--- src/rtl/bus_select_pkg.sv ---
// Shared types, default widths and the region match helper for the
// 8088 bus select unit (address latch, region decode, wait states).
package bus_select_pkg;

    typedef enum logic [1:0] {
        IDLE,
        ADDR,
        WAIT,
        DATA
    } bus_state_e;

    localparam int DEF_NUM_REGIONS = 4;
    localparam int DEF_ADDR_W      = 20;
    localparam int DEF_IO_ADDR_W   = 16;
    localparam int DEF_WS_W        = 3;

    // Widest address the helper handles; callers zero-extend.
    localparam int ADDR_MAX = 32;

    // I/O windows only see the low io_w address bits.
    function automatic logic region_hit(
        input logic [ADDR_MAX-1:0] addr,
        input logic                iom,
        input logic [ADDR_MAX-1:0] base,
        input logic [ADDR_MAX-1:0] mask,
        input logic                io,
        input int unsigned         io_w
    );
        logic [ADDR_MAX-1:0] m;
        m = mask;
        if (io) begin
            m = mask & ~({ADDR_MAX{1'b1}} << io_w);
        end
        return (iom == io) && ((addr & m) == (base & m));
    endfunction

endpackage

--- src/rtl/bus_select_unit_decoder.sv ---
// Combinational priority decode of an address against all windows.
// Ports: i_addr/i_iom in; o_cs one-hot, o_hit, o_wait (winner's waits).
module bus_region_decoder
    import bus_select_pkg::*;
#(
    parameter int NUM_REGIONS = DEF_NUM_REGIONS,
    parameter int ADDR_W      = DEF_ADDR_W,
    parameter int IO_ADDR_W   = DEF_IO_ADDR_W,
    parameter int WS_W        = DEF_WS_W,
    parameter logic [NUM_REGIONS*ADDR_W-1:0] REGION_BASE = '0,
    parameter logic [NUM_REGIONS*ADDR_W-1:0] REGION_MASK = '0,
    parameter logic [NUM_REGIONS-1:0]        REGION_IO   = '0,
    parameter logic [NUM_REGIONS*WS_W-1:0]   REGION_WAIT = '0
) (
    input  logic [ADDR_W-1:0]      i_addr,
    input  logic                   i_iom,
    output logic [NUM_REGIONS-1:0] o_cs,
    output logic                   o_hit,
    output logic [WS_W-1:0]        o_wait
);

    // Scan high to low so the lowest matching index is kept.
    always_comb begin
        o_cs   = '0;
        o_hit  = 1'b0;
        o_wait = '0;
        for (int i = NUM_REGIONS - 1; i >= 0; i--) begin
            if (region_hit(ADDR_MAX'(i_addr), i_iom,
                    ADDR_MAX'(REGION_BASE[i*ADDR_W +: ADDR_W]),
                    ADDR_MAX'(REGION_MASK[i*ADDR_W +: ADDR_W]),
                    REGION_IO[i], IO_ADDR_W)) begin
                o_cs    = '0;
                o_cs[i] = 1'b1;
                o_hit   = 1'b1;
                o_wait  = REGION_WAIT[i*WS_W +: WS_W];
            end
        end
    end

endmodule

--- src/rtl/bus_select_unit.sv ---
// 8088 address latch, chip-select decode and per-region READY wait states.
// In: CLK RESET(async,low) ALE IOM A AD RD_N WR_N.
// Out: ADDRESS CS READY MISS.
// MISS_CAPTURE_EN adds MISS_CLR in; MISS_STICKY/MISS_ADDR/MISS_IOM out.
module bus_select_unit
    import bus_select_pkg::*;
#(
    parameter int NUM_REGIONS = DEF_NUM_REGIONS,
    parameter int ADDR_W      = DEF_ADDR_W,
    parameter int IO_ADDR_W   = DEF_IO_ADDR_W,
    parameter int WS_W        = DEF_WS_W,
    // Entry i sits at [i*W +: W]; region 0 is the rightmost field.
    parameter logic [NUM_REGIONS*ADDR_W-1:0] REGION_BASE =
        {20'h00000, 20'h08000, 20'h80000, 20'h00000},
    parameter logic [NUM_REGIONS*ADDR_W-1:0] REGION_MASK =
        {20'h08000, 20'h08000, 20'h80000, 20'h80000},
    parameter logic [NUM_REGIONS-1:0]        REGION_IO   = 4'b1100,
    parameter logic [NUM_REGIONS*WS_W-1:0]   REGION_WAIT =
        {3'd3, 3'd2, 3'd1, 3'd0}
) (
    input  logic                   CLK,
    input  logic                   RESET,
    input  logic                   ALE,
    input  logic                   IOM,
    input  logic [ADDR_W-9:0]      A,
    input  logic [7:0]             AD,
    input  logic                   RD_N,
    input  logic                   WR_N,
    output logic [ADDR_W-1:0]      ADDRESS,
    output logic [NUM_REGIONS-1:0] CS,
    output logic                   READY,
    output logic                   MISS
`ifdef MISS_CAPTURE_EN
    ,
    input  logic                   MISS_CLR,
    output logic                   MISS_STICKY,
    output logic [ADDR_W-1:0]      MISS_ADDR,
    output logic                   MISS_IOM
`endif
);

    logic [ADDR_W-1:0]      w_bus_addr;
    logic [NUM_REGIONS-1:0] w_dec_cs;
    logic                   w_hit;
    logic [WS_W-1:0]        w_dec_wait;
    logic                   w_strobe;

    bus_state_e             r_state, w_state_nx;
    logic [ADDR_W-1:0]      r_address, w_address_nx;
    logic [NUM_REGIONS-1:0] r_cs, w_cs_nx;
    logic [WS_W-1:0]        r_cnt, w_cnt_nx;
    logic                   r_ready, w_ready_nx;
    logic                   r_miss, w_miss_nx;

    assign w_bus_addr = {A, AD};
    assign w_strobe   = !RD_N || !WR_N;

    bus_region_decoder #(
        .NUM_REGIONS (NUM_REGIONS),
        .ADDR_W      (ADDR_W),
        .IO_ADDR_W   (IO_ADDR_W),
        .WS_W        (WS_W),
        .REGION_BASE (REGION_BASE),
        .REGION_MASK (REGION_MASK),
        .REGION_IO   (REGION_IO),
        .REGION_WAIT (REGION_WAIT)
    ) u_dec (
        .i_addr (w_bus_addr),
        .i_iom  (IOM),
        .o_cs   (w_dec_cs),
        .o_hit  (w_hit),
        .o_wait (w_dec_wait)
    );

    always_ff @(posedge CLK or negedge RESET) begin
        if (!RESET) begin
            r_state   <= IDLE;
            r_address <= '0;
            r_cs      <= '0;
            r_cnt     <= '0;
            r_ready   <= 1'b1;
            r_miss    <= 1'b0;
        end else begin
            r_state   <= w_state_nx;
            r_address <= w_address_nx;
            r_cs      <= w_cs_nx;
            r_cnt     <= w_cnt_nx;
            r_ready   <= w_ready_nx;
            r_miss    <= w_miss_nx;
        end
    end

    always_comb begin
        w_state_nx   = r_state;
        w_address_nx = r_address;
        w_cs_nx      = r_cs;
        w_cnt_nx     = r_cnt;
        w_ready_nx   = r_ready;
        w_miss_nx    = 1'b0;
        if (ALE) begin
            // ALE restarts from any state; a miss yields zero waits.
            w_address_nx = w_bus_addr;
            w_cs_nx      = w_dec_cs;
            w_cnt_nx     = w_dec_wait;
            w_ready_nx   = 1'b1;
            w_miss_nx    = !w_hit;
            w_state_nx   = ADDR;
        end else begin
            unique case (r_state)
                IDLE: ;
                ADDR: begin
                    if (w_strobe) begin
                        if (r_cnt != '0) begin
                            w_ready_nx = 1'b0;
                            w_state_nx = WAIT;
                        end else begin
                            w_ready_nx = 1'b1;
                            w_state_nx = DATA;
                        end
                    end
                end
                WAIT: begin
                    // Countdown ignores the strobe once started.
                    w_cnt_nx = r_cnt - WS_W'(1);
                    if (r_cnt <= WS_W'(1)) begin
                        w_ready_nx = 1'b1;
                        w_state_nx = DATA;
                    end
                end
                DATA: begin
                    if (RD_N && WR_N) begin
                        w_cs_nx    = '0;
                        w_state_nx = IDLE;
                    end
                end
                default: w_state_nx = IDLE;
            endcase
        end
    end

    assign ADDRESS = r_address;
    assign CS      = r_cs;
    assign READY   = r_ready;
    assign MISS    = r_miss;

`ifdef MISS_CAPTURE_EN
    logic              r_miss_sticky;
    logic [ADDR_W-1:0] r_miss_addr;
    logic              r_miss_iom;

    // Only the first miss is kept; clear wins over a same-cycle miss.
    always_ff @(posedge CLK or negedge RESET) begin
        if (!RESET) begin
            r_miss_sticky <= 1'b0;
            r_miss_addr   <= '0;
            r_miss_iom    <= 1'b0;
        end else if (MISS_CLR) begin
            r_miss_sticky <= 1'b0;
            r_miss_addr   <= '0;
            r_miss_iom    <= 1'b0;
        end else if (ALE && !w_hit && !r_miss_sticky) begin
            r_miss_sticky <= 1'b1;
            r_miss_addr   <= w_bus_addr;
            r_miss_iom    <= IOM;
        end
    end

    assign MISS_STICKY = r_miss_sticky;
    assign MISS_ADDR   = r_miss_addr;
    assign MISS_IOM    = r_miss_iom;
`endif

endmodule
--- config.mk ---
export PLATFORM = sky130hd
export DESIGN_NAME = bus_select_unit
export DESIGN_NICKNAME = d
export VERILOG_FILES = /design/src/rtl/bus_select_pkg.sv /design/src/rtl/bus_select_unit_decoder.sv /design/src/rtl/bus_select_unit.sv
export SDC_FILE = /design/constraint.sdc
export NUM_CORES = 1
export LEC_CHECK = 0
export ABC_AREA = 1
export BUFFER_PORTS_ARGS = -buffer_cell sky130_fd_sc_hd__buf_2
export CAP_MARGIN = 5
export CORE_UTILIZATION = 51
export CTS_CLUSTER_SIZE = 20
export DETAILED_ROUTE_END_ITERATION = 8
export PLACE_DENSITY_LB_ADDON = 0.25
export SLEW_MARGIN = 40
export SYNTH_ARGS = -nofsm -noshare
export SYNTH_HDL_FRONTEND = slang
export SYNTH_SLANG_ARGS = --single-unit
--- constraint.sdc ---
create_clock -name CLK -period 2.15 [get_ports CLK]
set_input_delay 0 -clock CLK [delete_from_list [all_inputs] [get_ports CLK]]
set_output_delay 0 -clock CLK [all_outputs]
set_load 0.005 [all_outputs]
==> impl_metrics.toml <==
[place]
dp_hpwl_um = 1970
place_area_mm2 = 0.00163
port_buffers = 51
gp_congestion = 0.808

[synthesis]
synth_seq_cells = 31
synth_cell_types = 25
synthCells = 156
yosys_warnings = 0
ys_seq_area_share_pct = 55.9
netlist_area_mm2 = 0.00139
synth_fp_nets = 185
avgSynthCellArea_um2 = 8.90

[clock_network]
cts.clk_slew.worst_paths_ps = 90
cts_tree = "built"
clockBufferDepth = 2
clkSinkCount = 31
clk_latency_ps = 320
cts_setup_buffers = 0
h-tree-depth = 2
cts-root-buf = "clkbuf_4"
cts_made_buffers = 5

[power_and_ir_drop]
clockPowerShare_pct = 26.4
swShare_pct = 29.7
ir_drop_mv = 0.690
internal-power_w = 0.00101
combPwrFrac_pct = 23.8
power_density_mw_per_mm2 = 753
seqPwrFrac_pct = 49.8
netSwitchingPower_w = 0.000429
power_w = 0.00144
p_leak_nw = 1.06

[job]
maxCapViolCount = 0

[floorplan]
dieArea_mm2 = 0.00294
io_pins = 52
dieWidth_um = 54.2
die_y_um = 54.2
core-area_mm2 = 0.00252
rows = 18
initial_core_util_pct = 55.1

[detailed_routing]
via_per_inst = 4.73
dr.first_iter.drc_count = 26
drtPass1Iterations = 4
wirelength_um = 3050
antenna_left = 0
wl_per_cell_um = 11.7
post-route-drc-count = 0
via_count = 1234

[timing]
tns_ps = 0
hold_ws_ps = 22.6
drv_slew = 0
fin_crit_ps = 1620
fin_skew_ps = 6.42
worst_slew_pin_slew_ps = 670
max-slew-margin-rel_pct = 55.4
setup_viol = 0
clock.fmax_ghz = 0.618
rsz0062_at_grt = "no"
hold_violations = 0
fin_crit_sh_pct = 75.2

[critical_path]
path_class = "register to register"
end_kind = "register"
cp-start-kind = "register"
cpPeakStageDelay_ps = 570
crit_required_ps = 2360
crit_chain = "nand2_1 > o21ai_2 > o32ai_2 > dlygate4sd3_1"
crit_fanout = 6
cp_data_arrival_time_ps = 1830
cp_slowest_cell = "dlygate4sd3_1"

[status]
status = "completed"

[finish]
antenna_cells = 0
fin_area_mm2 = 0.00192
drive_gt1_share_pct = 29.4
nets = 259
area_delta_synth_final_pct = 38.1
fillerInstances = 186

[global_route]
globalRouteTotalUtil_pct = 22.9
grt_max_degree = 32
grt_pass1_wl_um = 4540
grt_overflow = 0
antenna_found_initial = 0
grt_pass1_vias = 1059

[min_path]
hp-class = "primary input to register"
## flip-flops by register name, indices dropped and copies added (netlist names)
register,count
ADDRESS,20
CS,4
r_cnt,3
r_state,2
MISS,1
READY,1
## through the flow
stage | worst slack (ps) | utilization (%) | std cells
6_report | 532 | 76.0 | 261
5_1_grt | 449 | 76.0 | 261
4_1_cts | 550 | 76.0 | 261
3_5_place_dp | 970 | 64.6 | 231
3_3_place_gp | 1020 | 64.6 | 231
2_1_floorplan | 1050 | - | 156
## synth_stat cells, drive strengths merged
master   n  area share, %
inv     13            3.7
clkbuf   1           0.27
o32ai    2            2.3
buf      5            3.5
nand3    9            3.6
a41oi    1           0.63
o21ai    5            2.1
nor3     1           0.36
dfstp    1            1.9
o22ai    1           0.45
dfrtp   30             54
conb     1           0.27
nor3b    1           0.54
nand2   73             21
ha       3            2.7
nor2     5            1.4
o21bai   1           0.54
a21oi    3            1.1
## layer usage
layer / part of all wire, % / wire (um) / vias up / track usage, %
li1: - / - / 637 / -
met1: 42 / 1280 / 556 / 24.6
met2: 51 / 1550 / 34 / 40.7
met3: 5.3 / 161 / 7 / 7.63
met4: 1.9 / 59 / 0 / 8.97
met5: 0 / 0 / - / 0
## critical path, delay by kind of cell (launching register included)
family,cells,cell delay [ps]
simple gates,1,110
buf+inv,1,570
compound gates,2,390
flops,1,430
## logic make-up after synthesis
logic type	after synthesis	share of synthesized area, %
AND/OR/NAND/NOR	89	26.5
AO/OA/AOI/OAI	13	7.12
flip-flops	31	55.9
adder cells (fa/ha/maj)	3	2.70
other	1	0.270
buffers and inverters	19	7.48
## path summary, 6_finish.rpt
kind                                        start                      end  slack (ps)  cells past startpoint
max                        r_state[0]$_DFFE_PN0P_        CS[0]$_DFFE_PN0P_         530                      4
min                                           IOM        CS[2]$_DFFE_PN0P_          20                      3
max reg2reg                r_state[0]$_DFFE_PN0P_        CS[0]$_DFFE_PN0P_         530                      4
min reg2reg                     READY$_DFFE_PN1P_        READY$_DFFE_PN1P_         470                      2
max in group asynchronous                   RESET     r_cnt[1]$_DFFE_PN0P_        1470                      2
min in group asynchronous                   RESET  ADDRESS[14]$_DFFE_PN0P_         250                      2
## power groups by stage
stage / sequential (W) / clock, W / combinational, W
after global routing: 0.000728 / 0.000417 / 0.000395
after detailed placement: 0.000730 / 0 / 0.000312
final: 0.000719 / 0.000381 / 0.000344
after CTS: 0.000718 / 0.000393 / 0.000345
after global placement: 0.000726 / 0 / 0.000302
after floorplan: 0.000729 / 0 / 0.000196
## layout by cell type (no fill, tap or decap), drive strengths merged, types with 2 or more instances in the layout
master / instances
nand3: 9
dfrtp: 30
nand2: 73
buf: 51
ha: 3
a21oi: 3
clkbuf: 8
o32ai: 2
inv: 13
o21ai: 5
nor2: 5
dlygate4sd3: 22
## repair_timing
item                      CTS  global route
resized for setup           0             0
hold buffers               22             0
hold endpoints to repair   53             0
## layout make-up
| class | instances | area (um^2) | share of cell area (%) |
|---|---|---|---|
| sequential | 31 | 777 | 40.5 |
| multi-input combinational | 106 | 508 | 26.5 |
| timing repair buffer | 73 | 475 | 24.8 |
| clock buffer | 8 | 68.8 | 3.59 |
| inverter | 13 | 51.3 | 2.67 |
| tap | 30 | 37.5 | 1.96 |
(Power assumes the default switching activity.)
